## config.mk

```make
export PLATFORM = sky130hd
export DESIGN_NAME = plazer_master_0_p2b_encoder
export DESIGN_NICKNAME = d
export VERILOG_FILES = /design/src/rtl/plazer_master_0_p2b_encoder_pkg.sv /design/src/rtl/plazer_p2b_escape_check.sv /design/src/rtl/plazer_master_0_p2b_encoder.sv
export SDC_FILE = /design/constraint.sdc
export NUM_CORES = 1
export LEC_CHECK = 0
export BUFFER_PORTS_ARGS = -buffer_cell sky130_fd_sc_hd__buf_2
export CAP_MARGIN = 20
export CELL_PAD_IN_SITES_DETAIL_PLACEMENT = 1
export CELL_PAD_IN_SITES_GLOBAL_PLACEMENT = 2
export CORE_ASPECT_RATIO = 0.9
export CORE_UTILIZATION = 30
export CTS_CLUSTER_DIAMETER = 200
export DETAILED_ROUTE_END_ITERATION = 12
export GPL_ROUTABILITY_DRIVEN = 1
export PLACE_DENSITY_LB_ADDON = 0.05
export SLEW_MARGIN = 25
export SYNTH_ARGS = -nofsm -noshare
export SYNTH_HDL_FRONTEND = slang
export SYNTH_SLANG_ARGS = --single-unit
```

## constraint.sdc

```tcl
create_clock -name clk -period 1.9 [get_ports clk]
set_input_delay 0.095 -clock clk [delete_from_list [all_inputs] [get_ports clk]]
set_output_delay 0.095 -clock clk [all_outputs]
set_load 0.005 [all_outputs]
```

## src/rtl/plazer_master_0_p2b_encoder_pkg.sv

```systemverilog
// Shared definitions for the packet-to-byte encoder.
// Holds the framing symbols, the escape XOR mask, the FSM state encoding and
// a helper that classifies a byte as a framing symbol.
package plazer_master_0_p2b_encoder_pkg;

  localparam logic [7:0] SYM_SOP      = 8'h7A;
  localparam logic [7:0] SYM_EOP      = 8'h7B;
  localparam logic [7:0] SYM_CHAN     = 8'h7C;
  localparam logic [7:0] SYM_ESC      = 8'h7D;
  localparam logic [7:0] ESC_XOR_MASK = 8'h20;

  typedef enum logic [2:0] {
    IDLE      = 3'd0,
    CHAN_MARK = 3'd1,
    CHAN_ESC  = 3'd2,
    CHAN_BYTE = 3'd3,
    SOP_MARK  = 3'd4,
    EOP_MARK  = 3'd5,
    DATA_ESC  = 3'd6,
    DATA_BYTE = 3'd7
  } p2b_state_e;

  // A byte collides with the framing alphabet when it lies in 0x7A..0x7D.
  function automatic logic is_special_byte(input logic [7:0] b);
    return (b >= SYM_SOP) && (b <= SYM_ESC);
  endfunction

endpackage

```

## src/rtl/plazer_p2b_escape_check.sv

```systemverilog
// Escape classifier for one byte.
// Ports:
//   byte_i       - byte to be sent
//   is_special_o - byte collides with a framing symbol and needs an ESC prefix
//   byte_o       - byte as it goes on the wire after ESC (XORed when special)
module plazer_p2b_escape_check
  import plazer_master_0_p2b_encoder_pkg::*;
(
  input  logic [7:0] byte_i,
  output logic       is_special_o,
  output logic [7:0] byte_o
);

  // Classify the byte and form its post-escape value.
  always_comb begin
    is_special_o = is_special_byte(byte_i);
    if (is_special_o) begin
      byte_o = byte_i ^ ESC_XOR_MASK;
    end else begin
      byte_o = byte_i;
    end
  end

endmodule

```

## src/rtl/plazer_master_0_p2b_encoder.sv

```systemverilog
// Packet-to-byte-stream encoder.
// Each accepted packet beat is turned into an optional channel marker plus
// channel byte, optional SOP/EOP markers and the data byte, with any byte
// that collides with the framing alphabet sent as ESC followed by byte^0x20.
// Ports:
//   clk, reset                 - clock, synchronous active-high reset
//   in_valid/in_ready          - packet beat handshake
//   in_data, in_channel        - beat payload byte and channel
//   in_startofpacket/endofpkt  - packet framing flags
//   out_valid/out_ready        - encoded byte handshake
//   out_data                   - encoded byte
module plazer_master_0_p2b_encoder
  import plazer_master_0_p2b_encoder_pkg::*;
#(
  parameter int ENCODE_CHANNEL = 1,
  parameter int CHANNEL_WIDTH  = 8
) (
  input  logic                     clk,
  input  logic                     reset,
  output logic                     in_ready,
  input  logic                     in_valid,
  input  logic [7:0]               in_data,
  input  logic [CHANNEL_WIDTH-1:0] in_channel,
  input  logic                     in_startofpacket,
  input  logic                     in_endofpacket,
  input  logic                     out_ready,
  output logic                     out_valid,
  output logic [7:0]               out_data
);

  p2b_state_e state_q, state_d;
  logic [7:0] data_q, data_d;
  logic [7:0] chan_q, chan_d;
  logic       sop_q, sop_d;
  logic       eop_q, eop_d;
  logic [7:0] last_chan_q, last_chan_d;

  logic [7:0] in_chan_ext_s;
  logic       accept_s;
  logic       chan_special_s;
  logic [7:0] chan_enc_s;
  logic       data_special_s;
  logic [7:0] data_enc_s;
  p2b_state_e new_beat_state_s;
  p2b_state_e data_state_s;
  p2b_state_e after_sop_s;
  p2b_state_e after_chan_s;

  plazer_p2b_escape_check u_chan_esc (
    .byte_i       (chan_q),
    .is_special_o (chan_special_s),
    .byte_o       (chan_enc_s)
  );

  plazer_p2b_escape_check u_data_esc (
    .byte_i       (data_q),
    .is_special_o (data_special_s),
    .byte_o       (data_enc_s)
  );

  // in_ready depends only on state and the sink, never on in_valid.
  assign in_ready = (state_q == IDLE) || ((state_q == DATA_BYTE) && out_ready);
  assign accept_s = in_valid && in_ready;

  // Zero-extend the incoming channel to a full byte.
  always_comb begin
    in_chan_ext_s = 8'h00;
    in_chan_ext_s[CHANNEL_WIDTH-1:0] = in_channel;
  end

  // First state for a beat being accepted this cycle, judged from the inputs.
  // last_chan_q is already current: it is updated when the previous beat's
  // channel byte completed, which precedes its DATA_BYTE.
  always_comb begin
    if ((ENCODE_CHANNEL != 0) &&
        (in_startofpacket || (in_chan_ext_s != last_chan_q))) begin
      new_beat_state_s = CHAN_MARK;
    end else if (in_startofpacket) begin
      new_beat_state_s = SOP_MARK;
    end else if (in_endofpacket) begin
      new_beat_state_s = EOP_MARK;
    end else if (is_special_byte(in_data)) begin
      new_beat_state_s = DATA_ESC;
    end else begin
      new_beat_state_s = DATA_BYTE;
    end
  end

  // Successor states for the held beat once each field has gone out.
  always_comb begin
    if (data_special_s) begin
      data_state_s = DATA_ESC;
    end else begin
      data_state_s = DATA_BYTE;
    end
    if (eop_q) begin
      after_sop_s = EOP_MARK;
    end else begin
      after_sop_s = data_state_s;
    end
    if (sop_q) begin
      after_chan_s = SOP_MARK;
    end else begin
      after_chan_s = after_sop_s;
    end
  end

  // Next-state logic, beat capture and last-channel tracking.
  always_comb begin
    state_d     = state_q;
    data_d      = data_q;
    chan_d      = chan_q;
    sop_d       = sop_q;
    eop_d       = eop_q;
    last_chan_d = last_chan_q;

    if (accept_s) begin
      data_d = in_data;
      chan_d = (ENCODE_CHANNEL != 0) ? in_chan_ext_s : 8'h00;
      sop_d  = in_startofpacket;
      eop_d  = in_endofpacket;
    end else begin
      data_d = data_q;
    end

    case (state_q)
      IDLE: begin
        if (in_valid) begin
          state_d = new_beat_state_s;
        end else begin
          state_d = IDLE;
        end
      end
      CHAN_MARK: begin
        if (out_ready) begin
          state_d = chan_special_s ? CHAN_ESC : CHAN_BYTE;
        end else begin
          state_d = CHAN_MARK;
        end
      end
      CHAN_ESC: begin
        if (out_ready) begin
          state_d = CHAN_BYTE;
        end else begin
          state_d = CHAN_ESC;
        end
      end
      CHAN_BYTE: begin
        if (out_ready) begin
          state_d     = after_chan_s;
          last_chan_d = chan_q;
        end else begin
          state_d = CHAN_BYTE;
        end
      end
      SOP_MARK: begin
        if (out_ready) begin
          state_d = after_sop_s;
        end else begin
          state_d = SOP_MARK;
        end
      end
      EOP_MARK: begin
        if (out_ready) begin
          state_d = data_state_s;
        end else begin
          state_d = EOP_MARK;
        end
      end
      DATA_ESC: begin
        if (out_ready) begin
          state_d = DATA_BYTE;
        end else begin
          state_d = DATA_ESC;
        end
      end
      DATA_BYTE: begin
        // Chaining straight into the next beat keeps one byte per cycle.
        if (out_ready && in_valid) begin
          state_d = new_beat_state_s;
        end else if (out_ready) begin
          state_d = IDLE;
        end else begin
          state_d = DATA_BYTE;
        end
      end
      default: begin
        state_d = IDLE;
      end
    endcase
  end

  // Output byte decode from state and held beat only.
  always_comb begin
    out_valid = 1'b0;
    out_data  = 8'h00;
    case (state_q)
      IDLE: begin
        out_valid = 1'b0;
        out_data  = 8'h00;
      end
      CHAN_MARK: begin
        out_valid = 1'b1;
        out_data  = SYM_CHAN;
      end
      CHAN_ESC, DATA_ESC: begin
        out_valid = 1'b1;
        out_data  = SYM_ESC;
      end
      CHAN_BYTE: begin
        out_valid = 1'b1;
        out_data  = chan_enc_s;
      end
      SOP_MARK: begin
        out_valid = 1'b1;
        out_data  = SYM_SOP;
      end
      EOP_MARK: begin
        out_valid = 1'b1;
        out_data  = SYM_EOP;
      end
      DATA_BYTE: begin
        out_valid = 1'b1;
        out_data  = data_enc_s;
      end
      default: begin
        out_valid = 1'b0;
        out_data  = 8'h00;
      end
    endcase
  end

  // State and holding registers; reset drops any partially sent beat.
  always_ff @(posedge clk) begin
    if (reset) begin
      state_q     <= IDLE;
      data_q      <= 8'h00;
      chan_q      <= 8'h00;
      sop_q       <= 1'b0;
      eop_q       <= 1'b0;
      last_chan_q <= 8'h00;
    end else begin
      state_q     <= state_d;
      data_q      <= data_d;
      chan_q      <= chan_d;
      sop_q       <= sop_d;
      eop_q       <= eop_d;
      last_chan_q <= last_chan_d;
    end
  end

endmodule

```

### After elaboration in Yosys (flattened, before gate mapping)

Cells that the tools add are included.

* output and inout bits: 10
* bits in registers: 29
* word-level logic and storage cells: 56
* input bits: 22

* reduce and logical (&&, ||, !) cells: 12
* $lt $le $gt $ge: 6
* equality and inequality tests: 8
* muxes and demuxes: 22
* bitwise operators: 2

Operators with widths (number)
* 8-bit case mux with 7 select lines: 1
* 3-bit two-way mux: 9
* 8-bit by 7-bit greater-or-equal comparator with 1-bit output (second input constant): 3
* 8-bit by 7-bit less-or-equal comparator with 1-bit output (second input constant): 3
* 3-bit case mux with 8 select lines: 1
* 3-bit equality test (second input constant): 4
* 6-bit two-way mux: 2
* 8-bit inequality test: 1
* 7-bit OR reduction: 1
* 3-bit by 2-bit equality test with 1-bit output (second input constant): 2
* 1-bit logical AND: 6
* 2-bit two-way mux: 3
* 1-bit two-way mux: 5
* 3-bit by 1-bit equality test with 1-bit output (second input constant): 1
* 3-bit logical NOT: 1
* 1-bit logical OR: 2
* 1-bit NOT: 2
* 1-bit case mux with 2 select lines: 1
* 2-bit AND reduction: 1
* 2-bit OR reduction: 1

### Longest topological paths before layout

* depth after elaboration: 8
* depth in mapped cells: 9

### Modules after synthesis

Synthesis repeated with hierarchy kept, for this count alone.

* cell total of the unflattened synthesis: 206
* area, all modules: 1707.9 sq um

Modules (own cells, without submodules)
* plazer_master_0_p2b_encoder: instances 1, cells an instance 184, area each 1537.7 sq um
* plazer_p2b_escape_check: instances 2, cells an instance 11, area each 85.1 sq um

### Least setup slack after synthesis

Ideal clock, no wire load.

* kind: reg-to-reg
* from: register state_q[0]
* to: register state_q[0]
* library setup time: 132 ps
* required time: 1768 ps
* clock period less this slack: 1438 ps
* buffers on the path: 2
* slack: 462 ps
* arrival time: 1306 ps
* cell stages (with the launch flop): 9
* cells stage by stage: dfxtp_1 buf_4 and2_1 buf_4 a21oi_1 o221a_2 o21ai_1 a32oi_1 a31oi_1

* word-level cells in the longest chain between the ends: 2
* elaborated cells between the ends (all ways): 9

Ends and longest elaborated chain
* start: declaration: RTL line plazer_master_0_p2b_encoder.sv:31 `p2b_state_e state_q, state_d;`
* start signal: assignment: RTL line plazer_master_0_p2b_encoder.sv:243 `state_q <= state_d;`
* 3-bit equality test (tied with other cells): RTL line plazer_master_0_p2b_encoder.sv:126 `case (state_q)`
* 3-bit case mux with 8 select lines (*): RTL line plazer_master_0_p2b_encoder.sv:126

Every way passes the cells marked *; elsewhere a longest branch is shown, timed or not.
A chain may end at the register's enable or synchronous reset.

### Final worst setup path

Ends and elaborated chain as after synthesis.

==> impl_results.md <==
* CTS Buf Count at 5
* Routed wire length at between 4 and 5 mm
* H-Tree Depth at 2
* Grt met2 use at 0.3275
* Synthesized net count at roughly 240
* Top Ports at 32
* DR vias/cell at around 5
* Unrepaired setup endpoints after global routing: false
* CP startpoint kind: register
* # Post-CTS Setup Buffers at 0
* Top-count cell post-synth: nand2_1
* Number of global-route vias before repair at around 1700
* Die area at 5626 um^2
* Peak VDD IR at approximately 0.36 mV
* Slack of the critical path at between 150 and 200 ps
* Dominant cells by area after synthesis: dfxtp_1, nand2_1, a21oi_1
* Initial antenna violation count at 0
* Synth async-reset ratio at 0
* CP endpoint kind: register
* Slew margin rel. at 0.6148
* Total Routing Usage GR at 0.1917
* Final Hold Fails at 0
* Max-cap violation count at 0
* Initial DRC Count at 76
* Pwr Density at approximately 1100 nW/um^2
* Worst endpoint data arrival time at 1930 ps
* Status: finished clean
* Final Non-Filler Cells at 313
* Rows at 24
* Syn Inst Count at 216
* Most common library cells after synthesis: nand2_1, a21oi_1, dfxtp_1
* Hold Crit Class: primary input to register
* FMAX at between 500 and 600 MHz
* Placed cells at slightly above 300
* Pin count of the biggest net entering global routing at 30
* Hpwl dp at approximately 3.7 mm
* Cell area after synthesis at between 1500 and 2000 um^2
* Syn. warnings at 0
* Critical Path Fanout Max at 11
* Slew @ Worst Pin at just under 600 ps
* Top FF cell, synth: dfxtp_1
* Remaining Overflow, GRT at 0
* P&R area growth vs syn at 20.42%
* DP Worst Slack at between 200 and 250 ps
* Post-synth EDFFs at 0
* Post-layout min period at ~1700 ps
* Setup TNS at 0 ps
* Worst skew pair latency at 280 ps
* Root Driver: clkbuf_8
* CTS Buffer Depth at 2
* #FFs+latches synth at 29
* Die Span Y at about 71 um
* Met1 usage at 0.2468
* DR WL/cell at around 16 um
* Antenna Nets Post-Route at 0
* Port Buf Inserts at 31
* Clock-pin slew on the worst setup and hold paths at approximately 70 ps
* Mapped Avg Cell Area at around 7.4 um^2
* N_diodes at 0
* Final setup viols at 0
* Core Box Area at 4985 um^2
* CTS sink count at 29
* Chip Width at just under 80 um
* Starting density of the core at 0.3208
* Share of layout cells above drive strength 1 at 0.2218
* Gr busiest metal: met2
* Worst EP required at roughly 2100 ps
* Top cell type by total area after synthesis: dfxtp_1
* Crit share post-route at 0.9110
* Drt first pass iters at 4
* CTS tree: done
* Unique masters post-synth at 39
* Cts repair resizes at 0
* Final Slew Violations at 0
* Final #Nets at roughly 270
* Skew final at 10.04 ps
* Cts hold-fix bufs at 0
* Synth top area share at 0.3631
* Global-route wire length before repair at ~8.3 mm
* Detailed-route DRC error count at 0
* Gpl congestion at roughly 0.81
* Seq/Total Area, Yosys at 0.3631
* Vias at 1606
* P_leak at 0.6910 nW
* Met3 Use GR at 0.04331
* Kind of critical path: register to register
-- through the flow --
| stage | utilization | hold WS, ps | cell area (um^2) | total power, mW |
|---|---|---|---|---|
| 3_3_place_gp | 0.3614 | 346.6 | 1802 | 1.354 |
| 4_1_cts | 0.3848 | 51.85 | 1918 | 2.058 |
| 3_5_place_dp | 0.3614 | 344.5 | 1802 | 1.379 |
| 6_report | 0.3863 | 57.88 | 1926 | 2.043 |
| 5_1_grt | 0.3863 | 62.33 | 1926 | 2.167 |
| 2_1_floorplan | - | 231.0 | 1599 | 1.156 |
-- critical path: stages (launching register included) --
cell and delay (ps):
dfxtp_1 470, buf_4 230, nand2_1 100, o221a_2 290
o21ai_1 230, o21ai_0 150, a31oi_1 190
-- state kept, by name, summed over array words and instances, names as in the netlist --
signal,flops
eop_q,1
state_q,3
last_chan_q,8
chan_q,8
data_q,8
sop_q,1
-- cells in the final DEF, fill, tap and decap left out, drive strengths merged, types with 3 or more instances in the layout --
cell / instances
nand2: 66
buf: 39
a21oi: 35
dfxtp: 29
xnor2: 11
nor2: 7
clkbuf: 7
o21ai: 6
mux2i: 4
inv: 4
nor3: 4
and2: 3
nand4: 3
a31oi: 3
o22ai: 3
nand2b: 3
-- final timing paths --
check	cells past startpoint	startpoint	to	slack [ps]
worst max-delay path	6	state_q[0]	state_q[0]	170
worst min-delay path	3	in_startofpacket	sop_q	60
worst max register to register	6	state_q[0]	state_q[0]	170
worst min register to register	2	last_chan_q[3]	last_chan_q[3]	470
-- kinds of logic after synthesis --
kind of cell | synth area share
AO/OA/AOI/OAI | 0.2121
XOR/XNOR | 0.06573
buffers and inverters | 0.06807
flip-flops | 0.3631
multiplexers | 0.02504
AND/OR/NAND/NOR | 0.2661
-- where the power goes --
| group | internal (mW) | switching, mW | total (mW) |
|---|---|---|---|
| registers | 0.669 | 0.0818 | 0.750 |
| clock network | 0.427 | 0.251 | 0.678 |
| logic | 0.264 | 0.350 | 0.615 |
-- layout make-up --
cell class | count | area, um^2
clock buffers | 7 | 86.33
clock inverters | 1 | 30.03
fillers | 652 | 3059
inverters | 4 | 15.01
multi-input cells | 168 | 915.9
flip-flops and latches | 29 | 581.8
well taps | 65 | 81.33
repair buffers | 39 | 215.2
-- routing by layer --
metal / routed length (um) / vias up
met2: 2349 / 34
li1: - / 798
met3: 193 / 4
met4: 26 / 0
met5: 0 / -
met1: 2341 / 770
(Power assumes the default switching activity.)
